<file path="config.mk">
export PLATFORM = sky130hd
export DESIGN_NAME = decoder_scan_seq
export DESIGN_NICKNAME = d
export VERILOG_FILES = /design/src/rtl/decoder_scan_seq.sv
export SDC_FILE = /design/constraint.sdc
export NUM_CORES = 1
export LEC_CHECK = 0
export BUFFER_PORTS_ARGS = -buffer_cell sky130_fd_sc_hd__buf_4
export CORE_ASPECT_RATIO = 1.25
export CORE_UTILIZATION = 40
export CTS_CLUSTER_SIZE = 16
export DETAILED_ROUTE_END_ITERATION = 7
export SLEW_MARGIN = 40
export SYNTH_ARGS = -nofsm -noshare
export SYNTH_HDL_FRONTEND = slang
export SYNTH_SLANG_ARGS = --single-unit
</file>
<file path="constraint.sdc">
create_clock -name clk -period 2.8 [get_ports clk]
set_input_delay 0.56 -clock clk [delete_from_list [all_inputs] [get_ports clk]]
set_output_delay 0.56 -clock clk [all_outputs]
set_load 0.05 [all_outputs]
</file>
<file path="src/rtl/decoder_scan_seq.sv">
// decoder_scan_seq: N-to-2^N decoder with active-low, registered one-hot-low
// outputs and an auto-scan mode that steps an internal index through
// [SCAN_FIRST, SCAN_LAST] once every SCAN_DIV clock cycles.
module decoder_scan_seq #(
    parameter int N          = 4,
    parameter int SCAN_DIV   = 4,
    parameter int SCAN_FIRST = 0,
    parameter int SCAN_LAST  = 2**N - 1
) (
    input  logic              clk,
    input  logic              rst_n,
    input  logic              en_n,
    input  logic              mode,
    input  logic [N-1:0]      S,
    input  logic              load,
    input  logic              hold,
    output logic [2**N-1:0]   W_n,
    output logic [N-1:0]      cur_sel,
    output logic              wrap
);

    localparam int W  = 2**N;
    localparam int PW = (SCAN_DIV > 1) ? $clog2(SCAN_DIV) : 1;

    localparam logic [PW-1:0] PC_MAX    = PW'(SCAN_DIV - 1);
    localparam logic [PW-1:0] PC_ZERO   = {PW{1'b0}};
    localparam logic [PW-1:0] PC_ONE    = PW'(1);
    localparam logic [N-1:0]  IDX_FIRST = N'(SCAN_FIRST);
    localparam logic [N-1:0]  IDX_LAST  = N'(SCAN_LAST);
    localparam logic [N-1:0]  IDX_ONE   = N'(1);
    localparam logic [W-1:0]  ONE_HOT0  = W'(1);
    localparam logic [W-1:0]  ALL_OFF   = {W{1'b1}};

    logic [N-1:0]  idx_q,     idx_d;
    logic [PW-1:0] pc_q,      pc_d;
    logic          mode_q,    mode_d;
    logic [W-1:0]  w_n_q,     w_n_d;
    logic [N-1:0]  cur_sel_q, cur_sel_d;
    logic          wrap_q,    wrap_d;

    logic [PW-1:0] pc_base;
    logic [N-1:0]  sel;

    // Next-state logic: scan index/prescaler update and decoded output word.
    always_comb begin
        idx_d   = idx_q;
        pc_d    = pc_q;
        wrap_d  = 1'b0;
        mode_d  = mode;
        sel     = S;
        // Entering scan mode restarts the prescaler so the held index gets a full period.
        if (mode_q) begin
            pc_base = pc_q;
        end else begin
            pc_base = PC_ZERO;
        end

        if (mode) begin
            if (load) begin
                idx_d = S;
                pc_d  = PC_ZERO;
            end else if (hold) begin
                idx_d = idx_q;
                pc_d  = pc_base;
            end else if (pc_base == PC_MAX) begin
                pc_d = PC_ZERO;
                // Indices above the range (from a load) wrap on the next step too.
                if (idx_q >= IDX_LAST) begin
                    idx_d  = IDX_FIRST;
                    wrap_d = 1'b1;
                end else begin
                    idx_d = idx_q + IDX_ONE;
                end
            end else begin
                pc_d = pc_base + PC_ONE;
            end
            sel = idx_d;
        end else begin
            idx_d = idx_q;
            pc_d  = pc_q;
            sel   = S;
        end

        cur_sel_d = sel;
        if (en_n) begin
            w_n_d = ALL_OFF;
        end else begin
            w_n_d = ~(ONE_HOT0 << sel);
        end
    end

    // State and output registers with synchronous active-low reset.
    always_ff @(posedge clk) begin
        if (!rst_n) begin
            idx_q     <= IDX_FIRST;
            pc_q      <= PC_ZERO;
            mode_q    <= 1'b0;
            w_n_q     <= ALL_OFF;
            cur_sel_q <= {N{1'b0}};
            wrap_q    <= 1'b0;
        end else begin
            idx_q     <= idx_d;
            pc_q      <= pc_d;
            mode_q    <= mode_d;
            w_n_q     <= w_n_d;
            cur_sel_q <= cur_sel_d;
            wrap_q    <= wrap_d;
        end
    end

    assign W_n     = w_n_q;
    assign cur_sel = cur_sel_q;
    assign wrap    = wrap_q;

endmodule
</file>
### After elaboration in Yosys (flattened, before gate mapping)

Cells that the tools add are included.

| storage, ports and cells | value |
|---|---|
| output and inout bits | 21 |
| bits of input ports | 10 |
| logic and storage cells | 27 |
| register bits after elaboration | 28 |

| cells by class | value |
|---|---|
| mux-type cells | 10 |
| equality and inequality tests | 1 |
| $lt $le $gt $ge | 1 |
| reduce and logical (&&, ||, !) cells | 2 |
| bitwise gates (word level) | 4 |
| shift-type cells | 1 |
| add/subtract/negate cells | 2 |

Operators by type and width:

| operator | count |
|---|---|
| 4-bit 2-to-1 mux | 5 |
| 16-bit inverter | 1 |
| 1-bit by 4-bit left shift with 16-bit output (first input constant) | 1 |
| 2-bit 2-to-1 mux | 4 |
| 5-bit OR reduction | 1 |
| 4-bit by 1-bit adder with 4-bit output (second input constant) | 1 |
| 4-bit >= comparator (second input constant) | 1 |
| 1-bit inverter | 3 |
| 2-bit by 1-bit adder with 2-bit output (second input constant) | 1 |
| 2-bit equality test (second input constant) | 1 |
| 2-bit OR reduction | 1 |
| 1-bit 2-to-1 mux | 1 |

### Longest topological paths before layout

Gate-level depths: netlist of run 1.

| logic depth | value |
|---|---|
| depth after elaboration | 8 |
| gate-level depth with buffers | 8 |

### Worst setup path after synthesis of run 1

OpenSTA, ideal clock, no wires.

| timing path | value |
|---|---|
| kind | input port to flip-flop |
| from | input hold |
| to | register w_n_q[14] (netlist: W_n[14]) |
| setup time | 0.158 ns |
| arrival | 1.650 ns |
| required time | 2.642 ns |
| stages | 6 |
| slack | 0.992 ns |
| cell sequence | buf_6 nand2b_4 buf_6 or3_4 a31oi_4 nand4_1 |

| between the ends | value |
|---|---|
| longest elaborated chain between the ends | 5 |

Ends and longest elaborated chain:

| item | RTL line | text |
|---|---|---|
| start, declared | 16 | `input logic hold,` |
| 4-bit 2-to-1 mux | 62 | `end else if (hold) begin` |
| 4-bit 2-to-1 mux | 59 | `if (load) begin` |
| 4-bit 2-to-1 mux | 58 | `if (mode) begin` |
| 1-bit by 4-bit left shift with 16-bit output | 88 | `w_n_d = ~(ONE_HOT0 << sel);` |
| 16-bit inverter | 88 |  |
| end signal, assigned | 105 | `w_n_q <= w_n_d;` |
| end, declared | 37 | `logic [W-1:0] w_n_q, w_n_d;` |

Every way passes these cells.
A chain may end at the register's enable or synchronous reset.

### Final worst setup path of run 1

| timing path | value |
|---|---|
| from | register mode_q |
| to | register w_n_q[5] (netlist: W_n[5]) |

| between the ends | value |
|---|---|
| longest elaborated chain between the ends | 8 |

Ends and longest elaborated chain:

| item | RTL line | text |
|---|---|---|
| start, declared | 36 | `logic mode_q, mode_d;` |
| start signal, assigned | 104 | `mode_q <= mode_d;` |
| 2-bit 2-to-1 mux | 52 | `if (mode_q) begin` |
| 2-bit equality test | 65 | `end else if (pc_base == PC_MAX) begin` |
| 4-bit 2-to-1 mux | 65 |  |
| 4-bit 2-to-1 mux | 62 |  |
| 4-bit 2-to-1 mux | 59 |  |
| 4-bit 2-to-1 mux | 58 |  |
| 1-bit by 4-bit left shift with 16-bit output | 88 |  |
| 16-bit inverter | 88 |  |

Every way passes these cells.

==> reports/qor.csv, run 1 <==
stage;metric;value;unit
power;clkPwrFrac;0.324;
power;switchingPower;207;uW
place;gp_congestion;0.858;
critical_path;cp_slowest_cell;a211oi_1;
global_routing;grt_usage;0.168;
clock_tree;numCtsBuffers;3;
synth;synth_seq_area_share;0.459;
power;power.density;542;nW/um2
floorplan;start_util;0.418;
timing;fmax;477;MHz
power;max-vdd-ir-drop;368;uV
synth;ys_types;41;
critical_path;critPathCapture;W_n[5]$_SDFF_PP1_;
floorplan;core;2920;um2
critical_path;worstPathArrival;2.30;ns
critical_path;cp.required;3.00;ns
cells_and_area;most-common-layout-cells;31 x buf_4, 28 x dfxtp_1, 16 x nand4_1;
critical_path;cpPeakStageDelay;0.51;ns
critical_path;worstReg2RegStart;mode_q$_SDFF_PN0_;
timing;rsz0062_at_grt;no;
timing;finalCriticalPeriod;2.10;ns
timing;hold-worst-slack;0.483;ns
timing;setup_slack;0.701;ns
cells_and_area;seq_area;561;um2
synth;synth_nets;139;
global_routing;antenna_found_initial;0;
cells_and_area;layout_commonest_cell;buf_4;
critical_path;reg2reg_to;W_n[5]$_SDFF_PP1_;
cells_and_area;area_growth;21.9;%
clock_tree;cts.sinks;28;
power;p_leak;0.000584;uW
clock_tree;cts-root-to-sink-buffers;2;
critical_path;startpoint_type;register;
cells_and_area;drive_above_1_share;0.275;
clock_tree;root_buffer;clkbuf_4;
global_routing;grt_pass1_wl;4.19;mm
critical_path;crit_path_start;mode_q$_SDFF_PN0_;
timing;final-setup-viol-count;0;
place;io_buffers;30;
power;p_sw_frac;0.257;
timing;relSlewSlack;0.607;
synth;synth_cells;127;
critical_path;crit_chain;and2_1 -> ha_1 -> and3b_2 -> a211oi_1 -> a22o_1 -> nand4_1;
place;preCtsSetupSlack;0.805;ns
routing;drt_iter0_markers;22;
synth;synth_flop_cell;dfxtp_1;
floorplan;dieArea;3280;um2
clock_tree;cts.repair.resized;0;
critical_path;cp-end-kind;register;
clock_tree;clock_latency;0.32;ns
floorplan;ioPinCount;31;
clock_tree;cts_hold_buffers;0;
routing;drt-total-wl;2.50;mm
routing;via_per_inst;5.49;
power;power.share.sequential;0.521;
routing;drc;0;
floorplan;rows;22;
synth;async_flop_share;0;
status;outcome;finished clean;
global_routing;grt_max_degree;17;
place;dpl.hpwl;1.91;mm
hold_path;hold_start;rst_n;
timing;setup_tns;0;ns
global_routing;overflow;0;
floorplan;die_w;51.4;um
critical_path;rrSetupSlack;0.70;ns
cells_and_area;nNetsFinal;166;
power;intPower;599;uW
critical_path;worstPathMaxFanout;5;
cells_and_area;multiInputGateArea;586;um2
synth;synth_warnings;0;
floorplan;fp.dieH;63.7;um
clock_tree;htree_num_levels;1;
job;drv_cap;0;
clock_tree;postCtsSetupBuffers;0;
timing;finalHoldViolCount;0;
synth;synth_edf_count;0;
synth;synth.avg_cell_area;9.61;um2
routing;postRouteAntennaNets;0;
timing;final_max_slew_viol_count;0;
routing;vias;1038;
cells_and_area;stdcell_area;1490;um2
routing;wl_per_cell;13.2;um
hold_path;hp-class;in -> reg;
synth;syn_area;1220;um2
timing;period_share;0.749;
cells_and_area;nFillCells;289;
clock_tree;path_clk_slew;0.15;ns
place;placed_area;1430;um2
critical_path;r2r_cells;6;
power;comb_power_share;0.155;
clock_tree;cts_tree;done;
routing;dr.pass1.iters;4;
cells_and_area;antenna_cells;0;
critical_path;crit_type;reg -> reg;
timing;tightestPinTransition;0.585;ns
timing;clock_skew;0.00749;ns
global_routing;grt_pass1_vias;941;
synth;synth_seq_cells;28;
## how the worst min path moves through the flow
stage / to / slack [ns] / cells past startpoint
after global routing: idx_q[3]$_SDFFE_PN0P_ / 0.47 / 2
after floorplan: pc_q[1]$_SDFFE_PN0P_ / 0.45 / 2
after CTS: idx_q[0]$_SDFFE_PN0P_ / 0.48 / 2
after global placement: pc_q[1]$_SDFFE_PN0P_ / 0.48 / 2
final: idx_q[3]$_SDFFE_PN0P_ / 0.48 / 2
after detailed placement: pc_q[1]$_SDFFE_PN0P_ / 0.49 / 2
## power by group through the flow
stage	clock network, uW	registers, uW	logic [uW]
after CTS	265	420	125
after detailed placement	0	428	124
after global placement	0	428	123
after global routing	282	422	138
final	261	420	125
after floorplan	0	451	69.7
## cell families (layout without fill, tap and decap cells)
group                    count (synthesis)  after routing  share of synthesized area
AO/OA/AOI/OAI                           29             29                      0.167
AND/OR/NAND/NOR                         52             52                      0.258
multiplexers                             1              1                    0.00821
XOR/XNOR                                 3              3                     0.0215
buffers and inverters                   12             38                     0.0646
flip-flops                              28             28                      0.459
adder cells (fa/ha/maj)                  2              2                     0.0205
## sequential cells by signal (all words and copies together) (netlist names)
register and flops:
wrap 1, pc_q 2, W_n 16, idx_q 4
cur_sel 4, mode_q 1
## critical path: cells and delay by family (launching register included)
family	cells	cell delay, ns
adders and majority gates	1	0.27
AOI/OAI and AO/OA	2	0.83
DFF	1	0.37
and+or+nand+nor	3	0.52
## final cells by class
cell class | instances | area share
sequential | 28 | 0.377
tap | 36 | 0.0303
clock buffer | 3 | 0.0151
timing repair buffer | 31 | 0.156
multi-input combinational | 87 | 0.394
clock inverter | 1 | 0.0202
inverter | 3 | 0.00757
## synthesized netlist by cell type (2+ instances only)
| cell type | number | area [um2] |
|---|---|---|
| a211oi_1 | 3 | 22.5 |
| a21o_1 | 2 | 15.0 |
| a21oi_1 | 7 | 35.0 |
| a22o_1 | 2 | 17.5 |
| and2_1 | 2 | 12.5 |
| buf_6 | 4 | 45.0 |
| clkbuf_1 | 3 | 11.3 |
| dfxtp_1 | 28 | 561 |
| ha_1 | 2 | 25.0 |
| inv_1 | 3 | 11.3 |
| nand2_1 | 2 | 7.51 |
| nand2b_1 | 4 | 25.0 |
| nand3_1 | 3 | 15.0 |
| nand4_1 | 16 | 100 |
| nor2_1 | 9 | 33.8 |
| nor3_1 | 4 | 20.0 |
| nor4_1 | 2 | 12.5 |
| o21ai_0 | 6 | 30.0 |
| o31ai_1 | 2 | 15.0 |
| xnor2_1 | 2 | 17.5 |
## stage by stage
stage	power, uW	util	instances
detailed placement	552	0.490	185
finish	806	0.510	189
global route	841	0.510	189
global placement	551	0.490	185
floorplan	521	-	127
CTS	810	0.508	189
## per-layer routing
| metal | share of wire | vias to the layer above | GRT usage | routed length, um |
|---|---|---|---|---|
| met2 | 0.53 | 24 | 0.305 | 1330 |
| met4 | 0.0072 | 0 | 0.0608 | 18 |
| li1 | - | 523 | - | - |
| met5 | 0 | - | 0 | 0 |
| met1 | 0.42 | 489 | 0.195 | 1060 |
| met3 | 0.034 | 2 | 0.0214 | 86 |
Power figures use the tool's default switching activity.
==> inputs of run 2 (changes only) <==
PLACE_DENSITY = 0.65   (was not set)
clock period = 1.9 ns   (was 2.8 ns; I/O delays follow)
==> reports/qor.csv, run 2 (synthesis results as in run 1) <==
stage;metric;value;unit
place;preCtsSetupSlack;-0.0909;ns
clock_tree;htree_num_levels;1;
routing;highest_layer;met4;
timing;fmax;570;MHz
floorplan;core;2920;um2
routing;postRouteAntennaNets;0;
timing;rsz0062_at_grt;no;
routing;drt-total-wl;2.68;mm
critical_path;crit_chain;and2_1 -> ha_2 -> nand2b_4 -> o211ai_1 -> a31o_2 -> nand4_1;
floorplan;die_w;51.4;um
critical_path;crit_type;reg -> reg;
global_routing;grt_pass1_vias;920;
power;p_leak;0.000635;uW
power;max-vdd-ir-drop;394;uV
clock_tree;path_clk_slew;0.15;ns
cells_and_area;layout_commonest_cell;buf_4;
routing;met3_length;136;um
timing;finalCriticalPeriod;1.75;ns
critical_path;cp-end-kind;register;
clock_tree;cts_tree;done;
critical_path;cp.required;2.09;ns
routing;via_per_inst;5.50;
routing;route.met2.wl;1.44;mm
critical_path;worstPathArrival;1.94;ns
routing;drc;0;
clock_tree;numCtsBuffers;3;
status;outcome;finished clean;
timing;finalHoldViolCount;0;
cells_and_area;most-common-layout-cells;40 x buf_4, 28 x dfxtp_1, 16 x nand4_1;
global_routing;grt_pass1_wl;4.03;mm
floorplan;rows;22;
floorplan;dieArea;3280;um2
floorplan;fp.dieH;63.7;um
global_routing;grt_usage;0.163;
place;dpl.hpwl;2.00;mm
clock_tree;cts_hold_buffers;0;
timing;clock_skew;0.00380;ns
critical_path;cpPeakStageDelay;0.37;ns
clock_tree;root_buffer;clkbuf_4;
routing;vias;1095;
cells_and_area;area_growth;29.6;%
timing;relSlewSlack;0.710;
critical_path;startpoint_type;register;
timing;setup_slack;0.146;ns
critical_path;cp_slowest_cell;dfxtp_1;
cells_and_area;drive_above_1_share;0.331;
timing;tightestPinTransition;0.433;ns
routing;dr.pass1.iters;4;
job;drv_cap;0;
global_routing;grt_max_degree;17;
place;io_buffers;30;
cells_and_area;antenna_cells;0;
timing;period_share;0.923;
cells_and_area;fin_util;0.542;
critical_path;rrSetupSlack;0.15;ns
clock_tree;postCtsSetupBuffers;0;
timing;final_max_slew_viol_count;0;
clock_tree;clock_latency;0.32;ns
place;gp_congestion;0.893;
hold_path;hp-class;in -> reg;
routing;drt_iter0_markers;47;
global_routing;overflow;0;
clock_tree;cts-root-to-sink-buffers;2;
floorplan;start_util;0.418;
routing;wl_per_cell;13.5;um
cells_and_area;largest_register_ffs;16;
global_routing;antenna_found_initial;0;
timing;final-setup-viol-count;0;
floorplan;ioPinCount;31;
clock_tree;cts.sinks;28;
routing;met1_length;1.06;mm
critical_path;worstPathMaxFanout;8;
power;p_total;1210;uW
power;power.density;767;nW/um2
cells_and_area;nNetsFinal;176;
## run 2: changes by cell type in the layout (fill, tap and decap cells not counted), sizes merged
cell	before	now
a31o	1	2
buf	31	40
## run 2: per-stage QoR
step / instances / setup TNS, ns / hold slack [ns] / instance area [um2]
finish: 199 / 0 / 0.284 / 1580
global route: 199 / 0 / 0.278 / 1580
CTS: 198 / 0 / 0.279 / 1560
detailed placement: 194 / -0.480 / 0.475 / 1500
global placement: 194 / -0.0859 / 0.465 / 1500
floorplan: 127 / 0 / 0.448 / 1220
## run 2: power by group
part	internal [uW]	switching [uW]	total, uW
Sequential	606	10.4	616
Combinational	79.1	131	210
Clock	213	175	388
Total	898	316	1210
## run 2: worst max-delay path: cells and delay by family, from the launching register on
family | cells | cell delay, ns
compound gates | 2 | 0.67
flops | 1 | 0.37
simple gates | 3 | 0.35
fa+ha+maj | 1 | 0.23
## run 2: routing by layer
metal / global-route usage / vias to the layer above
met5: 0 / -
met4: 0.0845 / 0
met3: 0.0238 / 6
met2: 0.297 / 48
met1: 0.174 / 495
li1: - / 546
## run 2: path summary, 6_finish.rpt
kind / start / to / cells after the start
setup / recovery: mode_q$_SDFF_PN0_ / W_n[5]$_SDFF_PP1_ / 6
hold / removal: rst_n / idx_q[3]$_SDFFE_PN0P_ / 2
setup reg to reg: mode_q$_SDFF_PN0_ / W_n[5]$_SDFF_PP1_ / 6
hold reg to reg: pc_q[1]$_SDFFE_PN0P_ / pc_q[1]$_SDFFE_PN0P_ / 2
## run 2: what timing repair did
action,CTS,global route
pin swaps,0,3
resized for setup,1,4
gates cloned,0,1
endpoints found under the setup margin,8,16
hold endpoints to repair,0,0
## run 2: layout make-up
class	instances	area, um2
multi-input cells	88	612
clock buffers	3	22.5
well taps	36	45.0
repair buffers	40	300
inverters	3	11.3
flip-flops and latches	28	561
clock inverters	1	30.0
fillers	288	1340
